File: src/rtl/mult_seq_core.sv
// Iterative signed radix-2 shift-add multiplier with operand parity checking.
// Handshake: req/ack to capture operands, then a result_rdy pulse.
module mult_seq_core #(
  parameter int DATA_W = 16
) (
  input  logic                  clk,
  input  logic                  rst_n,
  input  logic [DATA_W-1:0]     arg_a,
  input  logic                  arg_a_parity,
  input  logic [DATA_W-1:0]     arg_b,
  input  logic                  arg_b_parity,
  input  logic                  req,
  output logic                  ack,
  output logic [2*DATA_W-1:0]   result,
  output logic                  result_parity,
  output logic                  result_rdy,
  output logic                  arg_parity_error
);

  localparam int CW = (DATA_W > 1) ? $clog2(DATA_W) : 1;

  typedef enum logic [1:0] {IDLE, ACK, CALC, DONE} state_t;

  state_t              state;
  logic [CW-1:0]       cnt;
  logic [2*DATA_W-1:0] mcand;
  logic [DATA_W-1:0]   mplier;
  logic [2*DATA_W-1:0] acc;
  logic                neg;
  logic                perr;

  logic [DATA_W-1:0]   mag_a, mag_b;
  logic [2*DATA_W-1:0] prod;

  // Magnitude of the most negative value still fits unsigned in DATA_W bits.
  assign mag_a = arg_a[DATA_W-1] ? (~arg_a + DATA_W'(1)) : arg_a;
  assign mag_b = arg_b[DATA_W-1] ? (~arg_b + DATA_W'(1)) : arg_b;
  assign prod  = neg ? (~acc + (2*DATA_W)'(1)) : acc;

  always_ff @(posedge clk or negedge rst_n) begin
    if (!rst_n) begin
      state            <= IDLE;
      cnt              <= '0;
      mcand            <= '0;
      mplier           <= '0;
      acc              <= '0;
      neg              <= 1'b0;
      perr             <= 1'b0;
      ack              <= 1'b0;
      result           <= '0;
      result_parity    <= 1'b0;
      result_rdy       <= 1'b0;
      arg_parity_error <= 1'b0;
    end else begin
      case (state)
        IDLE: begin
          result_rdy <= 1'b0;
          if (req) begin
            ack    <= 1'b1;
            mcand  <= {{DATA_W{1'b0}}, mag_a};
            mplier <= mag_b;
            acc    <= '0;
            neg    <= arg_a[DATA_W-1] ^ arg_b[DATA_W-1];
            perr   <= (arg_a_parity != ^arg_a) | (arg_b_parity != ^arg_b);
            state  <= ACK;
          end
        end
        ACK: begin
          ack   <= 1'b0;
          cnt   <= '0;
          state <= perr ? DONE : CALC;
        end
        CALC: begin
          if (mplier[0]) acc <= acc + mcand;
          mcand  <= mcand << 1;
          mplier <= mplier >> 1;
          cnt    <= cnt + CW'(1);
          if (cnt == CW'(DATA_W-1)) state <= DONE;
        end
        DONE: begin
          result_rdy       <= 1'b1;
          arg_parity_error <= perr;
          result           <= perr ? '0 : prod;
          result_parity    <= perr ? 1'b0 : ^prod;
          state            <= IDLE;
        end
        default: state <= IDLE;
      endcase
    end
  end

endmodule

File: config.mk
export PLATFORM = sky130hd
export DESIGN_NAME = mult_seq_core
export DESIGN_NICKNAME = d
export VERILOG_FILES = /design/src/rtl/mult_seq_core.sv
export SDC_FILE = /design/constraint.sdc
export NUM_CORES = 1
export LEC_CHECK = 0
export ABC_AREA = 0
export CAP_MARGIN = 20
export CORE_ASPECT_RATIO = 0.9
export CORE_MARGIN = 2
export CORE_UTILIZATION = 59
export CTS_BUF_LIST = sky130_fd_sc_hd__clkbuf_8 sky130_fd_sc_hd__clkbuf_16
export DETAILED_ROUTE_END_ITERATION = 10
export GPL_TIMING_DRIVEN = 0
export PLACE_DENSITY_LB_ADDON = 0.25
export SYNTH_ARGS = -nofsm -noshare
export SYNTH_HDL_FRONTEND = slang
export SYNTH_SLANG_ARGS = --single-unit
File: constraint.sdc
create_clock -name clk -period 4.9 [get_ports clk]
set_clock_uncertainty 0.05 [all_clocks]
set_input_delay 0.735 -clock clk [delete_from_list [all_inputs] [get_ports clk]]
set_output_delay 0.735 -clock clk [all_outputs]
set_load 0.01 [all_outputs]
Yosys cells after proc, flatten, opt, wreduce, memory -nomap -nowiden
Cells that the tools add are included.
{"block": "op_classes", "n_eq_ne": 9, "n_addsub": 5, "bitwise": 5, "reduce_logical": 13, "n_mux": 20}
{"operator": "32-bit two-way mux", "count": 5}
{"operator": "32-bit one-hot mux with 2 select lines", "count": 2}
{"operator": "16-bit two-way mux", "count": 3}
{"operator": "16-bit by 1-bit adder with 16-bit output, second input constant", "count": 2}
{"operator": "32-bit by 1-bit adder with 32-bit output, second input constant", "count": 1}
{"operator": "32-bit adder", "count": 1}
{"operator": "16-bit NOT", "count": 2}
{"operator": "32-bit NOT", "count": 1}
{"operator": "16-bit one-hot mux with 2 select lines", "count": 1}
{"operator": "16-bit parity", "count": 2}
{"operator": "32-bit parity", "count": 1}
{"operator": "2-bit one-hot mux with 4 select lines", "count": 1}
{"operator": "4-bit one-hot mux with 2 select lines", "count": 1}
{"operator": "2-bit AND reduction", "count": 4}
{"operator": "2-bit nonzero test", "count": 4}
{"operator": "2-bit != test, second input constant", "count": 3}
{"operator": "4-bit by 1-bit adder with 4-bit output, second input constant", "count": 1}
{"operator": "2-bit == test, second input constant", "count": 2}
{"operator": "4-bit == test, second input constant", "count": 1}
{"operator": "2-bit two-way mux", "count": 2}
{"operator": "1-bit one-hot mux with 2 select lines", "count": 2}
{"operator": "1-bit two-way mux", "count": 3}
{"operator": "3-bit AND reduction", "count": 1}
{"operator": "2-bit by 1-bit == test with 1-bit output, second input constant", "count": 1}
{"operator": "4 further kinds", "count": 5}
{"block": "word_totals", "register_bits": 124, "inputBits": 37, "wordCells": 64, "out_inout_bits": 36}

Longest topological paths before layout
Gate-level depths: netlist (run 1).
{"block": "logic_depth", "word_depth": 5, "mapped_depth": 13, "depth_no_buf": 13}

Worst setup path before layout (run 1)
Ideal clock, no wire load.
{"block": "synth_timing", "kind": "register to register", "startpoint": "reg acc[1]", "endpoint": "reg result_parity", "setup_ns": 0.126, "t_required_ns": 4.724, "path_stages_with_launch": 13, "path_slack_ns": 1.468, "arrival_ns": 3.256, "period_less_slack_ns": 3.432, "path_buffers": 0, "path_cell_list": "dfrtp_1 > inv_1 > ha_1 > or3b_4 > or4b_4 > or2_4 > or4_4 > xnor2_2 > a31oi_1 > xnor2_1 > xnor2_1 > xnor2_1 > o31ai_2"}
{"block": "synth_between", "elab_chain_len": 5}
{"item": "start, declared", "line": "28", "source": "logic [2*DATA_W-1:0] acc;"}
{"item": "start signal, assigned", "line": "74", "source": "if (mplier[0]) acc <= acc + mcand;"}
{"item": "32-bit NOT", "line": "38", "source": "assign prod = neg ? (~acc + (2*DATA_W)'(1)) : acc;"}
{"item": "32-bit by 1-bit adder with 32-bit output", "line": "38"}
{"item": "32-bit two-way mux (*)", "line": "38"}
{"item": "32-bit parity (*)", "line": "84", "source": "result_parity <= perr ? 1'b0 : ^prod;"}
{"item": "1-bit two-way mux (*)", "line": "84"}
{"item": "end signal, assigned", "line": "84"}
{"item": "end, declared", "line": "15", "source": "output logic result_parity,"}
Mark *: on every way between the ends. The rest lies on a longest branch, timed or not.
A chain may end at the register's enable or synchronous reset.

Worst setup path after layout (run 1)
Same ends and word-level chain as after synthesis.

==> flow_summary.yaml, run 1 <==
status:
  status: "completed"
clock_tree:
  clk_pin_slew_ps: 60
  cts_resized: 0
  cts-buffers-inserted: 17
  hold_buffers: 0
  clockRootBuffer: "clkbuf_16"
  clock_path_buffers: 2
  tritoncts: "done"
  h-tree-depth: 4
  clkLatencyLatePin_ps: 430
  cts.sinks: 124
  post_cts_buffers: 0
floorplanning:
  die_area_um2: 15300
  pin_count: 73
  die_h_um: 118
  rows: 41
  initial_core_util_pct: 60.5
  core-area_um2: 14000
  die_w_um: 130
critical_path:
  worstPathArrival_ps: 4010
  critical_path_class: "flip-flop to flip-flop"
  required_ps: 5140
  start_kind: "flip-flop"
  endpoint_kind: "flip-flop"
  crit_path_max_fanout: 6
sta:
  fin_crit_ps: 3760
  worst_slew_pin_slew_ps: 739
  slew_headroom_pct: 50.8
  maxSlewViolCount: 0
  max_freq_mhz: 266
  rsz0062_at_grt: "no"
  min_period_over_period_pct: 76.8
  setup_ws_ps: 1140
  finalSetupViolations: 0
  hold_viol: 0
grt:
  grt_antenna_before_repair: 0
  overflow: 0
  grt_use_total_pct: 29.1
  grt_pass1_wl_um: 35400
  grt_pass1_vias: 7142
  grt_max_degree: 100
place:
  portBuffers: 72
  pre_cts_ws_ps: 1050
  gp_congestion: 0.924
  dpl.hpwl_um: 15600
synthesis:
  synthDominantCellAreaShare_pct: 36.6
  syn_nets: 1039
  synthCells: 950
  synthDistinctLibCells: 66
  ys_warn_count: 0
  ys.flop_type: "dfrtp_1"
  synth_edf_count: 0
  ys_ff_latch: 124
  syn_avg_cell_area_um2: 8.92
  synth_top_area_cell: "dfrtp_1"
  ys_seq_area_share_pct: 36.6
  async_reset_ff_share_pct: 100
  synth_area_um2: 8470
  synth_area_leaders: "dfrtp_1 (37%), xnor2_1 (9.0%), ha_1 (7.5%)"
layout:
  finalNetCount: 1131
  final_cell_mix: "dfrtp_1 (124), nand2_1 (111), o21ai_0 (88), xnor2_1 (87), clkdlybuf4s50_1 (71)"
  drive_gt1_share_pct: 5.59
  mostFrequentLayoutCell: "dfrtp_1"
  synthToLayoutAreaGrowth_pct: 19.1
  antennaDiodeCount: 0
detailed_routing:
  drt_iter0_markers: 770
  drc: 0
  drtPass1Iterations: 5
  drt_wl_total_um: 21400
  drtAntennaViolNets: 0
  post_drt_via_cell_ratio: 5.87
  vias: 7328
  routedWlPerCell_um: 17.1
run:
  drv_cap: 0
min_path:
  hold_path_class: "primary input to asynchronous set/reset pin"
power:
  peakVddDrop_v: 0.000746
  power_leakage_nw: 4.57
  power.density_nw_per_um2: 810
  power_mw: 8.17
-- layout make-up --
class / instances / area, um2
fillers: 1067 / 3920
well taps: 193 / 241
clock inverters: 9 / 116
clock buffers: 23 / 508
multi-input cells: 724 / 4960
inverters: 51 / 191
flip-flops and latches: 124 / 3100
repair buffers: 73 / 749
plain buffers: 51 / 214
-- Yosys cell counts, types with 8 or more instances --
library cell and count:
a21o_1 14, a21oi_1 68, a22o_1 18, a31oi_1 8, clkbuf_1 39, dfrtp_1 124, ha_1 51, inv_1 49
mux2i_1 9, nand2_1 111, nand2b_1 9, nand3_1 10, nor2_1 50, nor3_1 9, o21ai_0 88, o2bb2ai_1 31
o31ai_1 13, or3_1 21, xnor2_1 87, xor2_1 40
-- critical path, cell delays in order (launching register included) --
cell and delay (ps):
dfrtp_1 440, inv_1 160, ha_1 250, or3b_4 420, or4b_4 580, or2_4 300, or4_4 500, xnor2_2 150
a31oi_1 250, xnor2_1 170, xnor2_1 150, xnor2_1 150, o31ai_2 70
-- routing by layer --
| layer | vias up | global-route usage, % | wire length (um) |
|---|---|---|---|
| li1 | 3531 | - | - |
| met1 | 3465 | 39.7 | 9510 |
| met2 | 292 | 46.5 | 10100 |
| met3 | 40 | 6.14 | 1440 |
| met4 | 0 | 8.94 | 343 |
| met5 | - | 0 | 0 |
-- worst paths after layout --
kind                             from       endpoint  cells after the start  slack [ps]
setup reg to reg               acc[1]  result_parity                     12        1140
hold reg to reg            mplier[15]     mplier[15]                      2         430
max in group asynchronous       rst_n     result[25]                      2        3920
hold / removal                  rst_n     mplier[15]                      1         120
setup / recovery               acc[1]  result_parity                     12        1140
min in group clk           mplier[15]     mplier[15]                      2         430
-- where the power goes --
group | leakage, nW | switching, mW | internal, mW
combinational | 2.61 | 2.88 | 2.28
sequential | 1.64 | 0.313 | 1.38
clock | 0.323 | 0.442 | 0.872
total | 4.57 | 3.64 | 4.53
-- kinds of logic after synthesis --
group / after synthesis / share of synthesized area [%]
AOI/OAI and AO/OA: 282 / 21.3
muxes: 11 / 1.33
buffers and inverters: 102 / 4.79
xor gates and xnor gates: 131 / 14.0
and+or+nand+nor: 248 / 14.2
DFF: 124 / 36.6
adders and majority gates: 52 / 7.77
-- flip-flops by register name (all words and copies together), names as in the netlist, 2 cells and up --
register and count:
state 2, cnt 4, result 32, mcand 32, acc 32, mplier 16
-- metrics by stage --
| step | cell area (um2) | util, % | cells | setup TNS (ps) | hold slack (ps) |
|---|---|---|---|---|---|
| finish | 10100 | 72.0 | 1248 | 0 | 118 |
| global route | 10100 | 72.0 | 1248 | 0 | 130 |
| CTS | 10100 | 72.0 | 1248 | 0 | 114 |
| detailed placement | 9460 | 67.6 | 1216 | 0 | 417 |
| global placement | 9430 | 67.4 | 1215 | -208560 | 410 |
| floorplan | 8470 | - | 950 | 0 | 389 |
No activity file was read; power rests on OpenSTA's default activity.
==> run 2, diff against run 1 <==
==> constraint.sdc (replaced) <==
create_clock -name clk -period 3.51 [get_ports clk]
set_clock_uncertainty 0.05 [all_clocks]
set_input_delay 0.5265 -clock clk [delete_from_list [all_inputs] [get_ports clk]]
set_output_delay 0.5265 -clock clk [all_outputs]
set_load 0.01 [all_outputs]
==> run 2 against run 1 <==
Against the previous run:
- non-clock buffer count is 5 higher
- maximum frequency is 7.7% higher
- sequential power is 40% higher
- worst setup slack worse by 1100 ps
- final cell count is 0.40% higher
- hold slack better by 310 ps
- sequential share of layout area is 0.30 points lower
==> flow_summary.yaml, run 2 (same netlist as run 1, synthesis figures left out) <==
critical_path:
  required_ps: 3780
  critical_path_class: "flip-flop to flip-flop"
  start_kind: "flip-flop"
  worstPathArrival_ps: 3770
  crit_path_max_fanout: 4
  endpoint_kind: "flip-flop"
grt:
  grt_pass1_vias: 7182
  grt_use_total_pct: 29.4
  grt_antenna_before_repair: 0
  overflow: 0
  grt_pass1_wl_um: 35600
  grt_max_degree: 100
clock_tree:
  clk_pin_slew_ps: 60
  h-tree-depth: 4
  cts.sinks: 124
  clkLatencyLatePin_ps: 430
  clock_path_buffers: 2
  tritoncts: "done"
  cts-buffers-inserted: 17
  clockRootBuffer: "clkbuf_16"
detailed_routing:
  drtAntennaViolNets: 0
  drc: 0
  drtPass1Iterations: 6
  drt_iter0_markers: 725
  routedWlPerCell_um: 17.3
  post_drt_via_cell_ratio: 5.93
  drt_wl_total_um: 21700
  vias: 7428
status:
  status: "completed"
sta:
  slew_headroom_pct: 48.5
  worst_slew_pin_slew_ps: 773
  setup_ws_ps: 15.3
  max_freq_mhz: 286
  min_period_over_period_pct: 99.6
  rsz0062_at_grt: "yes"
  fin_crit_ps: 3490
  maxSlewViolCount: 0
  hold_slack_ps: 426
  finalSetupViolations: 0
  hold_viol: 0
  tns_ps: 0
layout:
  mostFrequentLayoutCell: "dfrtp_1"
  final_cell_mix: "dfrtp_1 (122), nand2_1 (111), o21ai_0 (86), xnor2_1 (86), clkdlybuf4s50_1 (71)"
  synthToLayoutAreaGrowth_pct: 20.3
  drive_gt1_share_pct: 6.70
  reg_top3: "acc (32), mcand (32), result (32)"
  antennaDiodeCount: 0
  finalNetCount: 1136
power:
  power_leakage_nw: 4.61
  power.density_nw_per_um2: 1160
  peakVddDrop_v: 0.00104
floorplanning:
  initial_core_util_pct: 60.5
  die_area_um2: 15300
  rows: 41
  die_h_um: 118
  pin_count: 73
  die_w_um: 130
  core-area_um2: 14000
place:
  gp_congestion: 0.924
  portBuffers: 72
  pre_cts_ws_ps: -197
  dpl.hpwl_um: 15600
min_path:
  hold_path_class: "flip-flop to flip-flop"
run:
  drv_cap: 0
==> run 2: changes by cell type in the layout (fill, tap and decap cells not counted), sizes merged <==
cell         previous run  this run
buf                    13        17
dlygate4sd3             0         1
==> run 2: worst paths after layout <==
path / startpoint / cells after the start / end / slack (ps)
max: acc[1] / 12 / result_parity / 20
min in group asynchronous: rst_n / 2 / mplier[15] / 470
max in group asynchronous: rst_n / 3 / result[25] / 2180
min: mplier[15] / 2 / mplier[15] / 430
max reg2reg: acc[1] / 12 / result_parity / 20
min reg2reg: mplier[15] / 2 / mplier[15] / 430
==> run 2: area by class of cell <==
| type | count | area (um2) |
|---|---|---|
| multi-input cells | 724 | 5030 |
| fillers | 1060 | 3810 |
| flip-flops and latches | 124 | 3110 |
| repair buffers | 78 | 790 |
| clock buffers | 23 | 508 |
| well taps | 193 | 241 |
| plain buffers | 51 | 214 |
| inverters | 51 | 191 |
| clock inverters | 9 | 116 |
==> run 2: per-layer routing <==
metal,track usage (%),vias up,routed length (um)
li1,-,3544,-
met1,40.0,3533,9630
met2,46.9,293,10100
met3,6.09,58,1400
met4,9.41,0,590
met5,0,-,0
==> run 2: stage by stage <==
stage          utilization (%)  power (mW)  instances  instance area [um2]
4_1_cts                   72.3        11.4       1252                10100
3_5_place_dp              67.6        9.37       1216                 9460
3_3_place_gp              67.4        9.20       1215                 9430
5_1_grt                   72.8        12.6       1253                10200
6_report                  72.8        11.8       1253                10200
2_1_floorplan                -        7.72        950                 8470
==> run 2: critical path: stages (launching register included) <==
cell and delay (ps):
dfrtp_2 410, inv_2 110, ha_4 160, or3b_4 400, or4b_4 530, or2_4 290, or4_4 530, xnor2_4 180
a31oi_4 120, xnor2_2 150, xnor2_1 140, xnor2_1 140, o31ai_2 190
==> run 2: power by group <==
| group | switching, mW | internal (mW) | leakage [nW] | total, mW |
|---|---|---|---|---|
| logic | 4.22 | 3.39 | 2.65 | 7.61 |
| registers | 0.431 | 1.93 | 1.64 | 2.36 |
| clock network | 0.624 | 1.22 | 0.323 | 1.84 |
| total | 5.28 | 6.53 | 4.61 | 11.8 |
==> run 2: repair_timing <==
| item | CTS | global route |
|---|---|---|
| hold endpoints to repair | 25 | 0 |
| gates resized for setup | 5 | 10 |
| endpoints found under the setup margin | 1 | 8 |
| setup buffers | 3 | 1 |
| pin swaps | 2 | 4 |
| hold buffers | 1 | 0 |
==> run 3, diff against run 2 <==
--- a/config.mk
+++ b/config.mk
@@ -6,8 +6,6 @@
 export NUM_CORES = 1
 export LEC_CHECK = 0
 export ABC_AREA = 0
-export CAP_MARGIN = 20
-export CORE_ASPECT_RATIO = 0.9
 export CORE_MARGIN = 2
 export CORE_UTILIZATION = 59
 export CTS_BUF_LIST = sky130_fd_sc_hd__clkbuf_8 sky130_fd_sc_hd__clkbuf_16
==> run 3 against run 2 <==
Against the previous run:
- final cell count shrank 0.80%
- critical endpoint unchanged
- non-clock buffer count grew 3
- design area shrank 0.16%
- clock-buffer cell count shrank 2
- maximum frequency grew 0.39%
- first-iteration DRC count shrank 27%
- hold slack lost 450 ps
- combinational power shrank 1%
- critical path depth grew 1
- the flow now finishes with violations (hold timing)
==> flow_summary.yaml, run 3 (same netlist as run 1, synthesis figures left out) <==
floorplanning:
  pin_count: 73
  die_w_um: 124
  die_area_um2: 15300
  core-area_um2: 13900
  initial_core_util_pct: 60.8
  die_h_um: 124
  rows: 43
critical_path:
  slowest_delay_ps: 450
  reg2reg_depth: 13
  path_cells: "inv_4 -> ha_4 -> or3b_4 -> buf_4 -> a211oi_1 -> xnor2_1 -> xnor2_1 -> xnor3_1 -> xnor2_2 -> xnor2_2 -> xnor2_2 -> xnor2_1 -> o31ai_2"
  crit_path_max_fanout: 4
  start_kind: "flip-flop"
  rrSetupSlack_ps: 30
  critical_path_class: "flip-flop to flip-flop"
  required_ps: 3800
  worstPathArrival_ps: 3770
  rr_endpoint: "result_parity"
  endpoint_kind: "flip-flop"
  path_buf_inv: 2
  crit_family: "XOR/XNOR gates"
  timing.rr.start: "acc[1]"
  cpMaxStageDelayCell: "a211oi_1"
detailed_routing:
  drtPass1Iterations: 5
  drc: 0
  routedWlPerCell_um: 17.3
  drtAntennaViolNets: 0
  drt_iter0_markers: 530
  vias: 7408
  drt_wl_total_um: 21600
  post_drt_via_cell_ratio: 5.96
sta:
  finalSetupViolations: 0
  slew_headroom_pct: 53.6
  fin_crit_ps: 3480
  min_period_over_period_pct: 99.2
  max_freq_mhz: 287
  maxSlewViolCount: 0
  rsz0062_at_grt: "yes"
  setup_ws_ps: 28.9
  hold_slack_ps: -20.2
  tns_ps: 0
  hold_viol: 7
  worst_slew_pin_slew_ps: 697
layout:
  reg_top3: "acc (32), mcand (32), result (32)"
  drive_gt1_share_pct: 7.43
  synthToLayoutAreaGrowth_pct: 20.1
  finalNetCount: 1139
  antennaDiodeCount: 0
  mostFrequentLayoutCell: "dfrtp_1"
  ff_latch_area_um2: 3110
  multi_input_area_um2: 5010
  fill_cells: 1038
  final_cell_mix: "dfrtp_1 (122), nand2_1 (111), o21ai_0 (86), xnor2_1 (86), clkdlybuf4s50_1 (71)"
clock_tree:
  clkLatencyLatePin_ps: 440
  cts.sinks: 124
  tritoncts: "done"
  clk_pin_slew_ps: 60
  h-tree-depth: 4
  clock_path_buffers: 2
  cts-buffers-inserted: 17
  clockRootBuffer: "clkbuf_16"
grt:
  grt_use_total_pct: 30.3
  grt_pass1_wl_um: 35500
  overflow: 0
  grt_max_degree: 72
  grt_antenna_before_repair: 0
  grt_pass1_vias: 7121
place:
  dpl.hpwl_um: 15800
  gp_congestion: 0.937
  portBuffers: 72
  pre_cts_ws_ps: -196
power:
  comb_power_share_pct: 64.2
  sw_frac_of_total_pct: 44.7
  peakVddDrop_v: 0.000931
  switching_power_mw: 5.24
  clkPwrFrac_pct: 15.7
  seqPwrFrac_pct: 20.1
  power.density_nw_per_um2: 1150
  power_leakage_nw: 4.60
  p_int_mw: 6.48
status:
  status: "finished with violations"
  failed_checks: "hold timing"
min_path:
  hold_path_class: "primary input to asynchronous set/reset pin"
run:
  drv_cap: 0
run 3: stage by stage:
step	hold slack (ps)	std cells	total power, mW	instance area, um2	utilization, %
floorplan	181	950	7.72	8470	-
global placement	411	1202	9.26	9420	67.6
detailed placement	423	1203	9.42	9450	67.8
CTS	9.43	1239	11.5	10100	72.6
global route	23.7	1243	12.6	10200	73.0
finish	-20.2	1243	11.7	10200	73.0
run 3: what timing repair did:
| item | 4_1_cts | 5_1_grt |
|---|---|---|
| pin swaps | 3 | 10 |
| gates cloned | 0 | 0 |
| resized for setup | 5 | 13 |
| hold buffers | 0 | 0 |
| buffers inserted | 4 | 4 |
| setup endpoints to repair | 1 | 10 |
run 3: worst max path at each step:
| stage | from | endpoint | slack (ps) | depth (start not counted) |
|---|---|---|---|---|
| 2_1_floorplan | acc[1] | result_parity | 80 | 12 |
| 3_3_place_gp | rst_n | result[19] | -2920 | 1 |
| 3_5_place_dp | acc[1] | result_parity | -200 | 12 |
| 4_1_cts | acc[0] | result_parity | 20 | 12 |
| 5_1_grt | acc[1] | result_parity | -60 | 13 |
| 6_report | acc[1] | result_parity | 30 | 13 |
run 3: routing by layer:
metal | up-vias | track usage (%) | share of wire, % | routed length, um
li1 | 3554 | - | - | -
met1 | 3526 | 39.1 | 43 | 9310
met2 | 276 | 49.0 | 48 | 10300
met3 | 52 | 6.32 | 6.1 | 1330
met4 | 0 | 13.7 | 2.8 | 607
met5 | - | 0 | 0 | 0
run 3: layout make-up:
cell class / count / share of cell area, %
Clock buffer: 21 / 4.72
Sequential cell: 124 / 30.5
Multi-Input combinational cell: 724 / 49.2
Tap cell: 180 / 2.21
Buffer: 51 / 2.10
Timing Repair Buffer: 81 / 7.96
Clock inverter: 11 / 1.38
Inverter: 51 / 1.91
run 3: power groups by stage:
stage	logic, mW	registers, mW	clock network (mW)
2_1_floorplan	5.41	2.30	0
3_3_place_gp	6.92	2.35	0
3_5_place_dp	7.05	2.36	0
4_1_cts	7.28	2.34	1.85
5_1_grt	8.24	2.41	1.92
6_report	7.53	2.35	1.85
